## src/rtl/bus_cmd_master_if.sv

```systemverilog
// Bundle of the command stream, response stream and peripheral bus signals
// driven or observed by bus_cmd_master. The master modport is the view used
// by bus_cmd_master itself; the slave modport is the opposite side.
interface bus_cmd_master_if #(
    parameter int addrwidth_p   = 32,
    parameter int datawidth_p   = 32,
    parameter int errcntwidth_p = 8
);
    logic                     cmd_valid_i;
    logic                     cmd_accept_o;
    logic                     cmd_write_i;
    logic [addrwidth_p-1:0]   cmd_addr_i;
    logic [datawidth_p-1:0]   cmd_wdata_i;
    logic                     rsp_valid_o;
    logic                     rsp_accept_i;
    logic                     rsp_err_o;
    logic                     rsp_timeout_o;
    logic [datawidth_p-1:0]   rsp_rdata_o;
    logic [1:0]               bus_trans_o;
    logic [addrwidth_p-1:0]   bus_addr_o;
    logic                     bus_write_o;
    logic [datawidth_p-1:0]   bus_wdata_o;
    logic                     bus_ready_i;
    logic                     bus_resp_i;
    logic [datawidth_p-1:0]   bus_rdata_i;
    logic [errcntwidth_p-1:0] errcnt_o;
    logic                     busy_o;

    modport master (
        input  cmd_valid_i, cmd_write_i, cmd_addr_i, cmd_wdata_i,
        input  rsp_accept_i,
        input  bus_ready_i, bus_resp_i, bus_rdata_i,
        output cmd_accept_o,
        output rsp_valid_o, rsp_err_o, rsp_timeout_o, rsp_rdata_o,
        output bus_trans_o, bus_addr_o, bus_write_o, bus_wdata_o,
        output errcnt_o, busy_o
    );

    modport slave (
        output cmd_valid_i, cmd_write_i, cmd_addr_i, cmd_wdata_i,
        output rsp_accept_i,
        output bus_ready_i, bus_resp_i, bus_rdata_i,
        input  cmd_accept_o,
        input  rsp_valid_o, rsp_err_o, rsp_timeout_o, rsp_rdata_o,
        input  bus_trans_o, bus_addr_o, bus_write_o, bus_wdata_o,
        input  errcnt_o, busy_o
    );
endinterface

```

## src/rtl/bus_cmd_master.sv

```systemverilog
// Upstream bus master: turns one command from the valid/accept command stream
// into a single non-pipelined bus transfer (address phase then data phase)
// and reports the outcome on the valid/accept response stream. Misaligned
// addresses are rejected without touching the bus, a data phase that runs
// too long is aborted, and failed responses are counted in a saturating
// error counter.
module bus_cmd_master #(
    parameter int addrwidth_p   = 32,
    parameter int datawidth_p   = 32,
    parameter int timeout_p     = 15,
    parameter int errcntwidth_p = 8
) (
    input  logic                 main_clk_i,
    input  logic                 main_rst_i,
    bus_cmd_master_if.master     mif
);
    // Counter is just wide enough to reach the limit; a zero limit still
    // needs a one-bit register so the logic stays well formed.
    localparam int tcnt_w = (timeout_p < 1) ? 1 : $clog2(timeout_p + 1);
    localparam logic [tcnt_w-1:0] tcnt_limit = tcnt_w'(timeout_p);

    localparam logic [1:0] trans_idle   = 2'b00;
    localparam logic [1:0] trans_nonseq = 2'b10;

    typedef enum logic [1:0] {
        IDLE,
        ADDR,
        DATA,
        RSP
    } state_t;

    state_t                   state;
    logic [tcnt_w-1:0]        tcnt;
    logic [datawidth_p-1:0]   cap_wdata;

    logic                     cmd_accept_q;
    logic                     rsp_valid_q;
    logic                     rsp_err_q;
    logic                     rsp_timeout_q;
    logic [datawidth_p-1:0]   rsp_rdata_q;
    logic [1:0]               bus_trans_q;
    logic [addrwidth_p-1:0]   bus_addr_q;
    logic                     bus_write_q;
    logic [datawidth_p-1:0]   bus_wdata_q;
    logic [errcntwidth_p-1:0] errcnt_q;

    assign mif.cmd_accept_o  = cmd_accept_q;
    assign mif.rsp_valid_o   = rsp_valid_q;
    assign mif.rsp_err_o     = rsp_err_q;
    assign mif.rsp_timeout_o = rsp_timeout_q;
    assign mif.rsp_rdata_o   = rsp_rdata_q;
    assign mif.bus_trans_o   = bus_trans_q;
    assign mif.bus_addr_o    = bus_addr_q;
    assign mif.bus_write_o   = bus_write_q;
    assign mif.bus_wdata_o   = bus_wdata_q;
    assign mif.errcnt_o      = errcnt_q;
    assign mif.busy_o        = (state != IDLE);

    // Transfer FSM with every output registered; the error counter rides
    // alongside and only moves on a response handshake that reports failure.
    always_ff @(posedge main_clk_i) begin
        if (main_rst_i) begin
            state         <= IDLE;
            tcnt          <= '0;
            cap_wdata     <= '0;
            cmd_accept_q  <= 1'b0;
            rsp_valid_q   <= 1'b0;
            rsp_err_q     <= 1'b0;
            rsp_timeout_q <= 1'b0;
            rsp_rdata_q   <= '0;
            bus_trans_q   <= trans_idle;
            bus_addr_q    <= '0;
            bus_write_q   <= 1'b0;
            bus_wdata_q   <= '0;
            errcnt_q      <= '0;
        end else begin
            if (rsp_valid_q && mif.rsp_accept_i && rsp_err_q && (errcnt_q != '1)) begin
                errcnt_q <= errcnt_q + 1'b1;
            end

            case (state)
                IDLE: begin
                    if (cmd_accept_q && mif.cmd_valid_i) begin
                        cmd_accept_q <= 1'b0;
                        cap_wdata    <= mif.cmd_wdata_i;
                        if (mif.cmd_addr_i[1:0] != 2'b00) begin
                            state         <= RSP;
                            rsp_valid_q   <= 1'b1;
                            rsp_err_q     <= 1'b1;
                            rsp_timeout_q <= 1'b0;
                            rsp_rdata_q   <= '0;
                        end else begin
                            state       <= ADDR;
                            bus_trans_q <= trans_nonseq;
                            bus_addr_q  <= mif.cmd_addr_i;
                            bus_write_q <= mif.cmd_write_i;
                        end
                    end else begin
                        cmd_accept_q <= 1'b1;
                    end
                end

                ADDR: begin
                    state       <= DATA;
                    bus_trans_q <= trans_idle;
                    bus_wdata_q <= bus_write_q ? cap_wdata : '0;
                    tcnt        <= tcnt_w'(1);
                end

                DATA: begin
                    if (mif.bus_ready_i) begin
                        state         <= RSP;
                        bus_wdata_q   <= '0;
                        rsp_valid_q   <= 1'b1;
                        rsp_err_q     <= mif.bus_resp_i;
                        rsp_timeout_q <= 1'b0;
                        rsp_rdata_q   <= (!bus_write_q && !mif.bus_resp_i) ? mif.bus_rdata_i : '0;
                    end else if ((timeout_p != 0) && (tcnt == tcnt_limit)) begin
                        state         <= RSP;
                        bus_wdata_q   <= '0;
                        rsp_valid_q   <= 1'b1;
                        rsp_err_q     <= 1'b1;
                        rsp_timeout_q <= 1'b1;
                        rsp_rdata_q   <= '0;
                    end else if (tcnt != '1) begin
                        tcnt <= tcnt + 1'b1;
                    end
                end

                RSP: begin
                    if (mif.rsp_accept_i) begin
                        state         <= IDLE;
                        rsp_valid_q   <= 1'b0;
                        rsp_err_q     <= 1'b0;
                        rsp_timeout_q <= 1'b0;
                        rsp_rdata_q   <= '0;
                        cmd_accept_q  <= 1'b1;
                    end
                end

                default: begin
                    state <= IDLE;
                end
            endcase
        end
    end
endmodule

```

## src/flat_wrapper.sv

```systemverilog
// flat-port wrapper written by rule: the top's interface ports become plain ports
module bus_cmd_master_flat 
#(
    parameter int addrwidth_p   = 32,
    parameter int datawidth_p   = 32,
    parameter int timeout_p     = 15,
    parameter int errcntwidth_p = 8
)
  (main_clk_i, main_rst_i, mif_cmd_valid_i, mif_cmd_write_i, mif_cmd_addr_i, mif_cmd_wdata_i, mif_rsp_accept_i, mif_bus_ready_i, mif_bus_resp_i, mif_bus_rdata_i, mif_cmd_accept_o, mif_rsp_valid_o, mif_rsp_err_o, mif_rsp_timeout_o, mif_rsp_rdata_o, mif_bus_trans_o, mif_bus_addr_o, mif_bus_write_o, mif_bus_wdata_o, mif_errcnt_o, mif_busy_o);
  bus_cmd_master_if #(.addrwidth_p(addrwidth_p), .datawidth_p(datawidth_p), .errcntwidth_p(errcntwidth_p)) mif_i ();
  input  logic main_clk_i;
  input  logic main_rst_i;
  input wire logic [$bits(mif_i.cmd_valid_i)-1:0] mif_cmd_valid_i;
  input wire logic [$bits(mif_i.cmd_write_i)-1:0] mif_cmd_write_i;
  input wire logic [$bits(mif_i.cmd_addr_i)-1:0] mif_cmd_addr_i;
  input wire logic [$bits(mif_i.cmd_wdata_i)-1:0] mif_cmd_wdata_i;
  input wire logic [$bits(mif_i.rsp_accept_i)-1:0] mif_rsp_accept_i;
  input wire logic [$bits(mif_i.bus_ready_i)-1:0] mif_bus_ready_i;
  input wire logic [$bits(mif_i.bus_resp_i)-1:0] mif_bus_resp_i;
  input wire logic [$bits(mif_i.bus_rdata_i)-1:0] mif_bus_rdata_i;
  output wire logic [$bits(mif_i.cmd_accept_o)-1:0] mif_cmd_accept_o;
  output wire logic [$bits(mif_i.rsp_valid_o)-1:0] mif_rsp_valid_o;
  output wire logic [$bits(mif_i.rsp_err_o)-1:0] mif_rsp_err_o;
  output wire logic [$bits(mif_i.rsp_timeout_o)-1:0] mif_rsp_timeout_o;
  output wire logic [$bits(mif_i.rsp_rdata_o)-1:0] mif_rsp_rdata_o;
  output wire logic [$bits(mif_i.bus_trans_o)-1:0] mif_bus_trans_o;
  output wire logic [$bits(mif_i.bus_addr_o)-1:0] mif_bus_addr_o;
  output wire logic [$bits(mif_i.bus_write_o)-1:0] mif_bus_write_o;
  output wire logic [$bits(mif_i.bus_wdata_o)-1:0] mif_bus_wdata_o;
  output wire logic [$bits(mif_i.errcnt_o)-1:0] mif_errcnt_o;
  output wire logic [$bits(mif_i.busy_o)-1:0] mif_busy_o;
  assign mif_i.cmd_valid_i = mif_cmd_valid_i;
  assign mif_i.cmd_write_i = mif_cmd_write_i;
  assign mif_i.cmd_addr_i = mif_cmd_addr_i;
  assign mif_i.cmd_wdata_i = mif_cmd_wdata_i;
  assign mif_i.rsp_accept_i = mif_rsp_accept_i;
  assign mif_i.bus_ready_i = mif_bus_ready_i;
  assign mif_i.bus_resp_i = mif_bus_resp_i;
  assign mif_i.bus_rdata_i = mif_bus_rdata_i;
  assign mif_cmd_accept_o = mif_i.cmd_accept_o;
  assign mif_rsp_valid_o = mif_i.rsp_valid_o;
  assign mif_rsp_err_o = mif_i.rsp_err_o;
  assign mif_rsp_timeout_o = mif_i.rsp_timeout_o;
  assign mif_rsp_rdata_o = mif_i.rsp_rdata_o;
  assign mif_bus_trans_o = mif_i.bus_trans_o;
  assign mif_bus_addr_o = mif_i.bus_addr_o;
  assign mif_bus_write_o = mif_i.bus_write_o;
  assign mif_bus_wdata_o = mif_i.bus_wdata_o;
  assign mif_errcnt_o = mif_i.errcnt_o;
  assign mif_busy_o = mif_i.busy_o;
  bus_cmd_master #(.addrwidth_p(addrwidth_p), .datawidth_p(datawidth_p), .timeout_p(timeout_p), .errcntwidth_p(errcntwidth_p)) u_core (.main_clk_i(main_clk_i), .main_rst_i(main_rst_i), .mif(mif_i));
endmodule
```

## config.mk

```make
export PLATFORM = sky130hd
export DESIGN_NAME = bus_cmd_master_flat
export DESIGN_NICKNAME = d
export VERILOG_FILES = /design/src/rtl/bus_cmd_master_if.sv /design/src/rtl/bus_cmd_master.sv /design/src/flat_wrapper.sv
export SDC_FILE = /design/constraint.sdc
export NUM_CORES = 1
export LEC_CHECK = 0
export CAP_MARGIN = 30
export CELL_PAD_IN_SITES_DETAIL_PLACEMENT = 2
export CELL_PAD_IN_SITES_GLOBAL_PLACEMENT = 2
export CORE_MARGIN = 2
export CORE_UTILIZATION = 27
export DETAILED_ROUTE_END_ITERATION = 12
export PLACE_DENSITY = 0.91
export REMOVE_ABC_BUFFERS = 1
export SLEW_MARGIN = 0
export SYNTH_ARGS = -nofsm -noshare
export SYNTH_HDL_FRONTEND = slang
export SYNTH_SLANG_ARGS = --single-unit
```

## constraint.sdc

```tcl
create_clock -name main_clk_i -period 4.5 [get_ports main_clk_i]
set_input_delay 0.675 -clock main_clk_i [delete_from_list [all_inputs] [get_ports main_clk_i]]
set_output_delay 0.675 -clock main_clk_i [all_outputs]
set_load 0.02 [all_outputs]
```

; Yosys cells after proc, flatten, opt, wreduce, memory -nomap -nowiden
; Index checks and enable logic that the tools add are counted.
[word_totals]
elab_cells = 90
input_bits = 103
rom_bits = 0
mem_count = 0
register_bits = 149
ram_bits = 0
latchBits = 0
[op_classes]
n_div = 0
muxes = 38
shift = 0
reduce_logical = 22
order_cmp = 0
addsub = 2
bitwise = 1
eq_ne = 14
n_mul = 0
[op_table]
columns = cell, count
row1 = $mux 32, 8
row2 = $pmux 32 s3, 1
row3 = $pmux 32 s2, 1
row4 = $mux 2, 7
row5 = $mux 4, 3
row6 = $mux 1, 11
row7 = $reduce_bool 2->1, 5
row8 = $pmux 1 s3, 3
row9 = $reduce_and 3->1, 3
row10 = $add 8x1->8 const B, 1
row11 = $ne 2x2->1 const B, 4
row12 = $ne 8x8->1 const B, 1
row13 = $pmux 2 s4, 1
row14 = $pmux 4 s2, 1
row15 = $ne 2x1->1 const B, 3
row16 = $reduce_and 2->1, 3
row17 = $logic_and 1x1->1, 5
row18 = $reduce_and 5->1, 1
row19 = $add 4x1->4 const B, 1
row20 = $eq 2x2->1 const B, 2
row21 = $eq 4x4->1 const B, 1
row22 = $ne 4x4->1 const B, 1
row23 = $pmux 2 s2, 1
row24 = $reduce_and 4->1, 1
row25 = other kinds (7), 8

; Depth between registers and ports, before layout
; Gate-level depths: netlist of run 1.
[depth]
depth_word = 5
mapped_depth = 9
depth_no_buf = 6

; Worst setup path after synthesis of run 1
; No wires, ideal clock.
[synth_timing]
path_type = flip-flop to flip-flop
start = reg u_core.state[0]
end = reg u_core.rsp_rdata_q[14], in the netlist u_core.mif.rsp_rdata_o[14]
path_stages_with_launch = 10
period_less_slack_ns = 1.890
setup_time_ns = 0.117
arrival_ns = 1.773
path_slack_ns = 2.610
t_required_ns = 4.383
path_cell_list = dfxtp_1 inv_1 ha_1 nor2b_1 buf_6 a221oi_2 and2_4 buf_12 buf_12 o21ai_1
[synth_via]
elab_chain_len = 3
word_cells_on_any_way = 10
classes_between = 6 x eq/ne / 1 x mux / 3 x reduce/logical
[synth_rtl]
columns = element, line
row1 = "start, declared", bus_cmd_master.sv:32  ; state_t state;
row2 = "start signal, assigned", bus_cmd_master.sv:63  ; state <= IDLE;
row3 = "start signal, assigned", bus_cmd_master.sv:87  ; state <= RSP;
row4 = "start signal, assigned", bus_cmd_master.sv:93  ; state <= ADDR;
row5 = $eq 2x2->1 or $logic_not 2->1 (tied branches), bus_cmd_master.sv:81  ; case (state)
row6 = $ne 3x2->1 (no source line) (tied with other cells), --
row7 = $reduce_and 5->1 (no source line), --
row8 = "end signal, assigned", bus_cmd_master.sv:117  ; rsp_rdata_q <= (!bus_write_q && !mif.bus_resp_i) ? mif.bus_rdata_i : '0;
row9 = "end, declared", bus_cmd_master.sv:40  ; logic [datawidth_p-1:0] rsp_rdata_q;
; Parallel ways exist; a longest one is shown, timed or not.
; A chain may end at the register's enable or synchronous reset.

; Worst setup path after layout of run 1
[layout_timing]
start = reg u_core.state[0]
end = reg u_core.rsp_rdata_q[17], in the netlist u_core.mif.rsp_rdata_o[17]
; The elaborated chain is that of the path after synthesis.

==> results_dict.tcl, run 1 <==
set metrics [dict create \
    place_ws_ns 1.390 \
    vias 5680 \
    crit_chain "inv_1 -> ha_1 -> nor2b_1 -> a221oi_4 -> buf_4 -> and2_4 -> o21ai_0" \
    status "completed" \
    io_pins 215 \
    grt_antenna_before_repair 0 \
    nets 991 \
    p_seq_share_pct 37.6 \
    start_util_pct 27.72 \
    cts-root-buf "clkbuf_16" \
    yosys_warnings 0 \
    clkSinkCount 148 \
    post_cts_buffers 0 \
    most-common-layout-cells "212 x clkdlybuf4s50_1, 164 x nand2_1, 148 x dfxtp_1" \
    tightestPinTransition_ns 0.9054 \
    syn_area_per_cell_um2 8.451 \
    critPathLaunchType "flop" \
    clock_latency_ns 0.42 \
    instances_no_fill 1168 \
    rows 53 \
    setup_slack_ns 1.649 \
    dp_hpwl_um 14590 \
    power_density_mw_per_mm2 443.8 \
    final_common_cell "clkdlybuf4s50_1" \
    path_clk_slew_ns 0.07 \
    rsz0062_at_grt "false" \
    leakage_uw 0.002944 \
    cts_tree "done" \
    ys_types 46 \
    max-vdd-ir-drop_v 0.0002445 \
    synth_seq_cells 148 \
    drt_iter0_drc 143 \
    holdBufCountCts 0 \
    grtUsageTotal_pct 19.02 \
    drt-vias-per-instance 4.863 \
    finalClockSkew_ns 0.008836 \
    required_ns 4.78 \
    grt-ovfl-total 0 \
    cp.arrival_ns 3.13 \
    cts_buffers 17 \
    cts_resized 0 \
    switching_share_pct 35.95 \
    setup_viol 0 \
    die_w_um 151.6 \
    p_comb_share_pct 26.2 \
    crit_fanout 39 \
    hold_violations 0 \
    cap_violations 0 \
    setup_tns_ns 0 \
    clockPowerShare_pct 36.2 \
    dr.pass1.iters 6 \
    critPathLaunch "u_core.state[0]" \
    cp_slowest_cell "and2_4" \
    die_area_mm2 0.02298 \
    synth_area_mm2 0.005882 \
    synth_cells 696 \
    drive_gt1_share_pct 8.959 \
    wl_um 21490 \
    reg2reg_from "u_core.state[0]" \
    crit_type "reg -> reg" \
    core_mm2 0.02122 \
    place_congestion 0.7408 \
    cts_buffer_depth 2 \
    cp-end-kind "flop" \
    io_buffer_count 213 \
    drc 0 \
    die_h_um 151.6 \
    min_from "u_core.mif.bus_wdata_o[12]" \
    cpPeakStageDelay_ns 0.62 \
    min_period_ns 2.851 \
    hold_class "reg -> reg" \
    slew_headroom_pct 39.64 \
    syn2layout_area_growth_pct 48.69 \
    grt_pass1_vias 6358 \
    period_share_pct 63.36 \
    power.internal_uw 2486 \
    synth_edf_count 0 \
    diodes 0 \
    maxSlewViolCount 0 \
    ant_nets 0 \
    p_sw_uw 1395 \
    grt_pass1_wl_um 34040 \
    wl_per_cell_um 18.40 \
    synthFlopType "dfxtp_1" \
    grt_max_degree 85 \
    htreeDepth 4 \
    dp_cells 1136 \
    hold_ws_ns 0.4549 \
    synthArstFlopShare_pct 0 \
    fmax_mhz 350.7 \
    seq_area_frac_synth_pct 50.37 \
]
[routing by layer]
layer  share of wire, %  GRT usage (%)  vias up  wire length [µm]
met5                  0              0        -                 0
met4                1.5          5.093        0               316
met3                6.8          6.228       25              1466
met2                 50          34.00      152             10650
met1                 42          21.78     2770              9056
li1                   -              -     2733                 -
[worst max-delay path: cells and delay by family (launching register included)]
family / cells / cell delay (ns)
DFF: 1 / 0.42
adders and majority gates: 1 / 0.33
and+or+nand+nor: 2 / 0.91
AOI/OAI and AO/OA: 2 / 0.48
buffers and inverters: 2 / 0.55
[cell usage after synthesis (all sizes together) (2+ instances only)]
cell	n	area, µm²
a211oi	5	42.54
a21oi	103	515.5
a311oi	3	26.28
and3	4	25.02
buf	21	183.9
clkbuf	37	138.9
dfxtp	148	2963
ha	8	100.1
inv	5	18.77
mux2	2	22.52
mux2i	2	20.02
nand2	164	615.6
nand2b	35	219.0
nand3	43	215.2
nand4	34	212.7
nor2	17	63.81
nor2b	5	31.28
nor3	5	30.03
nor3b	2	15.01
o21ai	35	276.5
[power by group through the flow]
stage	logic (µW)	registers [µW]	clock network, µW
after floorplan	495	1510	0
after global placement	996	1480	0
after detailed placement	1030	1490	0
after CTS	1040	1460	1450
after global routing	1120	1470	1510
final	1020	1460	1410
[state kept, by name, indices dropped and copies added, names as in the netlist]
register and count:
u_core.mif.bus_write_o 1, u_core.mif.bus_addr_o 32, u_core.mif.bus_wdata_o 32, u_core.mif.cmd_accept_o 1
u_core.mif.rsp_timeout_o 1, u_core.cap_wdata 32, u_core.mif.rsp_rdata_o 32, u_core.state 2
u_core.mif.errcnt_o 8, u_core.mif.rsp_err_o 1, u_core.mif.bus_trans_o 1, u_core.mif.rsp_valid_o 1
u_core.tcnt 4
[cell type report]
type | count | area (µm²)
Fill cell | 2344 | 12470
Clock buffer | 17 | 425.4
Timing Repair Buffer | 223 | 2245
Multi-Input combinational cell | 485 | 2605
Sequential cell | 148 | 2963
Inverter | 5 | 18.77
Tap cell | 275 | 344.1
Clock inverter | 15 | 145.1
[logic make-up (layout without fill, tap and decap cells)]
family	count (synthesis)	after routing	share of synthesized area, %
AOI/OAI and AO/OA	154	154	15.81
xor gates and xnor gates	2	2	0.2979
adders and majority gates	8	8	1.702
buffers and inverters	63	260	5.807
DFF	148	148	50.37
muxes	4	4	0.7232
other	1	1	0.06376
and+or+nand+nor	316	316	25.23
[path summary, 6_finish.rpt]
check | end | slack [ns] | cells after the start
hold / removal | u_core.mif.bus_wdata_o[12] | 0.45 | 2
setup / recovery | u_core.mif.rsp_rdata_o[17] | 1.65 | 7
setup reg to reg | u_core.mif.rsp_rdata_o[17] | 1.65 | 7
hold reg to reg | u_core.mif.bus_wdata_o[12] | 0.45 | 2
[per-stage QoR]
step / utilization [%] / cell area [µm²] / total power, µW
5_1_grt: 41.21 / 8746 / 4092
3_5_place_dp: 38.53 / 8175 / 2519
6_report: 41.21 / 8746 / 3881
3_3_place_gp: 38.27 / 8120 / 2473
2_1_floorplan: - / 5559 / 2002
4_1_cts: 41.21 / 8746 / 3948
Power figures use the tool's default switching activity.
==> inputs of run 2 (changes only) <==
- CORE_UTILIZATION: 27 -> 25
- PLACE_DENSITY: 0.91 -> 0.86
- clock period: 4.5 -> 2.9 ns (I/O delays scaled with it)
==> results_dict.tcl, run 2 (synthesis gave the netlist of run 1 again) <==
set metrics [dict create \
    wl_um 20930 \
    critPathLaunchType "flop" \
    max-vdd-ir-drop_v 0.0004857 \
    vias 5724 \
    cts_tree "done" \
    hold_class "in -> reg" \
    setup_viol 0 \
    hold_violations 0 \
    min_from "main_rst_i" \
    status "completed" \
    cpMostUsedCell "inv_1" \
    final_cell_area_mm2 0.008818 \
    rows 56 \
    place_area_mm2 0.008218 \
    tightestPinTransition_ns 0.7513 \
    required_ns 2.47 \
    leakage_uw 0.002960 \
    power.internal_uw 3991 \
    wl_per_cell_um 17.24 \
    slew_headroom_pct 49.91 \
    grt_pass1_vias 6222 \
    cap_violations 0 \
    r2r_cells 7 \
    period_share_pct 81.85 \
    crit_fanout 5 \
    path_buf_inv 3 \
    drc 0 \
    cts-root-buf "clkbuf_16" \
    die_area_mm2 0.02477 \
    reg2reg_slack_ns 0.53 \
    clkSinkCount 148 \
    grt_max_degree 113 \
    post_cts_buffers 0 \
    grtUsageTotal_pct 17.07 \
    min_delay_path_depth 2 \
    drt_iter0_drc 141 \
    cpPeakStageDelay_ns 0.61 \
    start_util_pct 25.29 \
    grt_antenna_before_repair 1 \
    nets 992 \
    core_mm2 0.02326 \
    p_seq_share_pct 37.0 \
    htreeDepth 4 \
    path_delay_family "buffers and inverters" \
    clockPowerShare_pct 37.2 \
    cp-end-kind "primary output" \
    rsz0062_at_grt "false" \
    cp_slowest_cell "clkdlybuf4s50_1" \
    holdBufCountCts 0 \
    io_pins 215 \
    setup_slack_ns 0.5263 \
    rr_endpoint "u_core.mif.rsp_rdata_o[19]" \
    dp_hpwl_um 14030 \
    cts_resized 0 \
    switching_share_pct 34.69 \
    clock_latency_ns 0.42 \
    crit_chain "inv_1 -> ha_1 -> inv_1 -> clkdlybuf4s50_1" \
    p_sw_uw 2120 \
    setup_tns_ns 0 \
    ant_nets 0 \
    p_comb_share_pct 25.9 \
    dr.pass1.iters 4 \
    total_power_uw 6112 \
    power_density_mw_per_mm2 693.1 \
    min_period_ns 2.374 \
    syn2layout_area_growth_pct 49.93 \
    grt-ovfl-total 0 \
    drt-vias-per-instance 4.715 \
    cts_buffer_depth 2 \
    grt_pass1_wl_um 33090 \
    holdPathEnd "u_core.mif.errcnt_o[0]" \
    crit_type "reg -> out" \
    finalClockSkew_ns 0.007971 \
    cts_buffers 17 \
    place_congestion 0.7579 \
    hold_ws_ns 0.4487 \
    die_w_um 157.4 \
    cp.arrival_ns 1.94 \
    fmax_mhz 421.3 \
    reg2reg_from "u_core.state[0]" \
    io_buffer_count 213 \
    path_clk_slew_ns 0.07 \
    maxSlewViolCount 0 \
    most-common-layout-cells "212 x clkdlybuf4s50_1, 164 x nand2_1, 148 x dfxtp_1" \
    final_common_cell "clkdlybuf4s50_1" \
    place_ws_ns 0.4240 \
    die_h_um 157.4 \
    drive_gt1_share_pct 8.949 \
]
run 2: changes by cell type in the layout (fill, tap and decap cells not counted), sizes merged:
| cell | change |
|---|---|
| clkbuf | +3 |
| buf | +1 |
| bufinv | +1 |
| diode | +1 |
| inv | -2 |
| clkinvlp | -2 |
run 2: power by group through the flow:
| stage | logic (µW) | registers [µW] | clock network, µW |
|---|---|---|---|
| after detailed placement | 1600 | 2300 | 0 |
| final | 1580 | 2260 | 2270 |
| after global routing | 1740 | 2280 | 2430 |
| after floorplan | 768 | 2340 | 0 |
| after CTS | 1620 | 2260 | 2350 |
| after global placement | 1560 | 2290 | 0 |
run 2: area by class of cell:
type	instances	area, µm²
fill	2610	14440
multi-input combinational	485	2613
clock inverter	12	141.4
tap	319	399.1
timing repair buffer	224	2225
antenna	1	2.502
sequential	148	2963
clock buffer	20	456.7
inverter	5	18.77
run 2: how the worst max path moves through the flow:
stage | startpoint | to | slack (ns) | cells past startpoint
5_1_grt | u_core.state[0] | u_core.mif.rsp_rdata_o[20] | 0.34 | 7
3_3_place_gp | mif_bus_ready_i | u_core.mif.rsp_rdata_o[18] | 0.54 | 6
6_report | u_core.state[0] | mif_busy_o | 0.53 | 4
2_1_floorplan | u_core.state[0] | u_core.mif.rsp_rdata_o[17] | -0.39 | 6
3_5_place_dp | mif_bus_ready_i | u_core.mif.rsp_rdata_o[19] | 0.42 | 6
4_1_cts | u_core.state[0] | u_core.mif.rsp_rdata_o[19] | 0.49 | 7
run 2: metal layers:
metal	part of all wire, %	GRT usage (%)	vias up
li1	-	-	2741
met1	44	20.68	2805
met2	49	29.32	152
met3	6.0	4.708	26
met4	1.5	5.368	0
met5	0	0	-
run 2: stage by stage:
stage,instances,utilization [%]
2_1_floorplan,638,-
3_3_place_gp,1181,35.33
3_5_place_dp,1181,35.33
4_1_cts,1213,37.90
5_1_grt,1214,37.91
6_report,1214,37.91
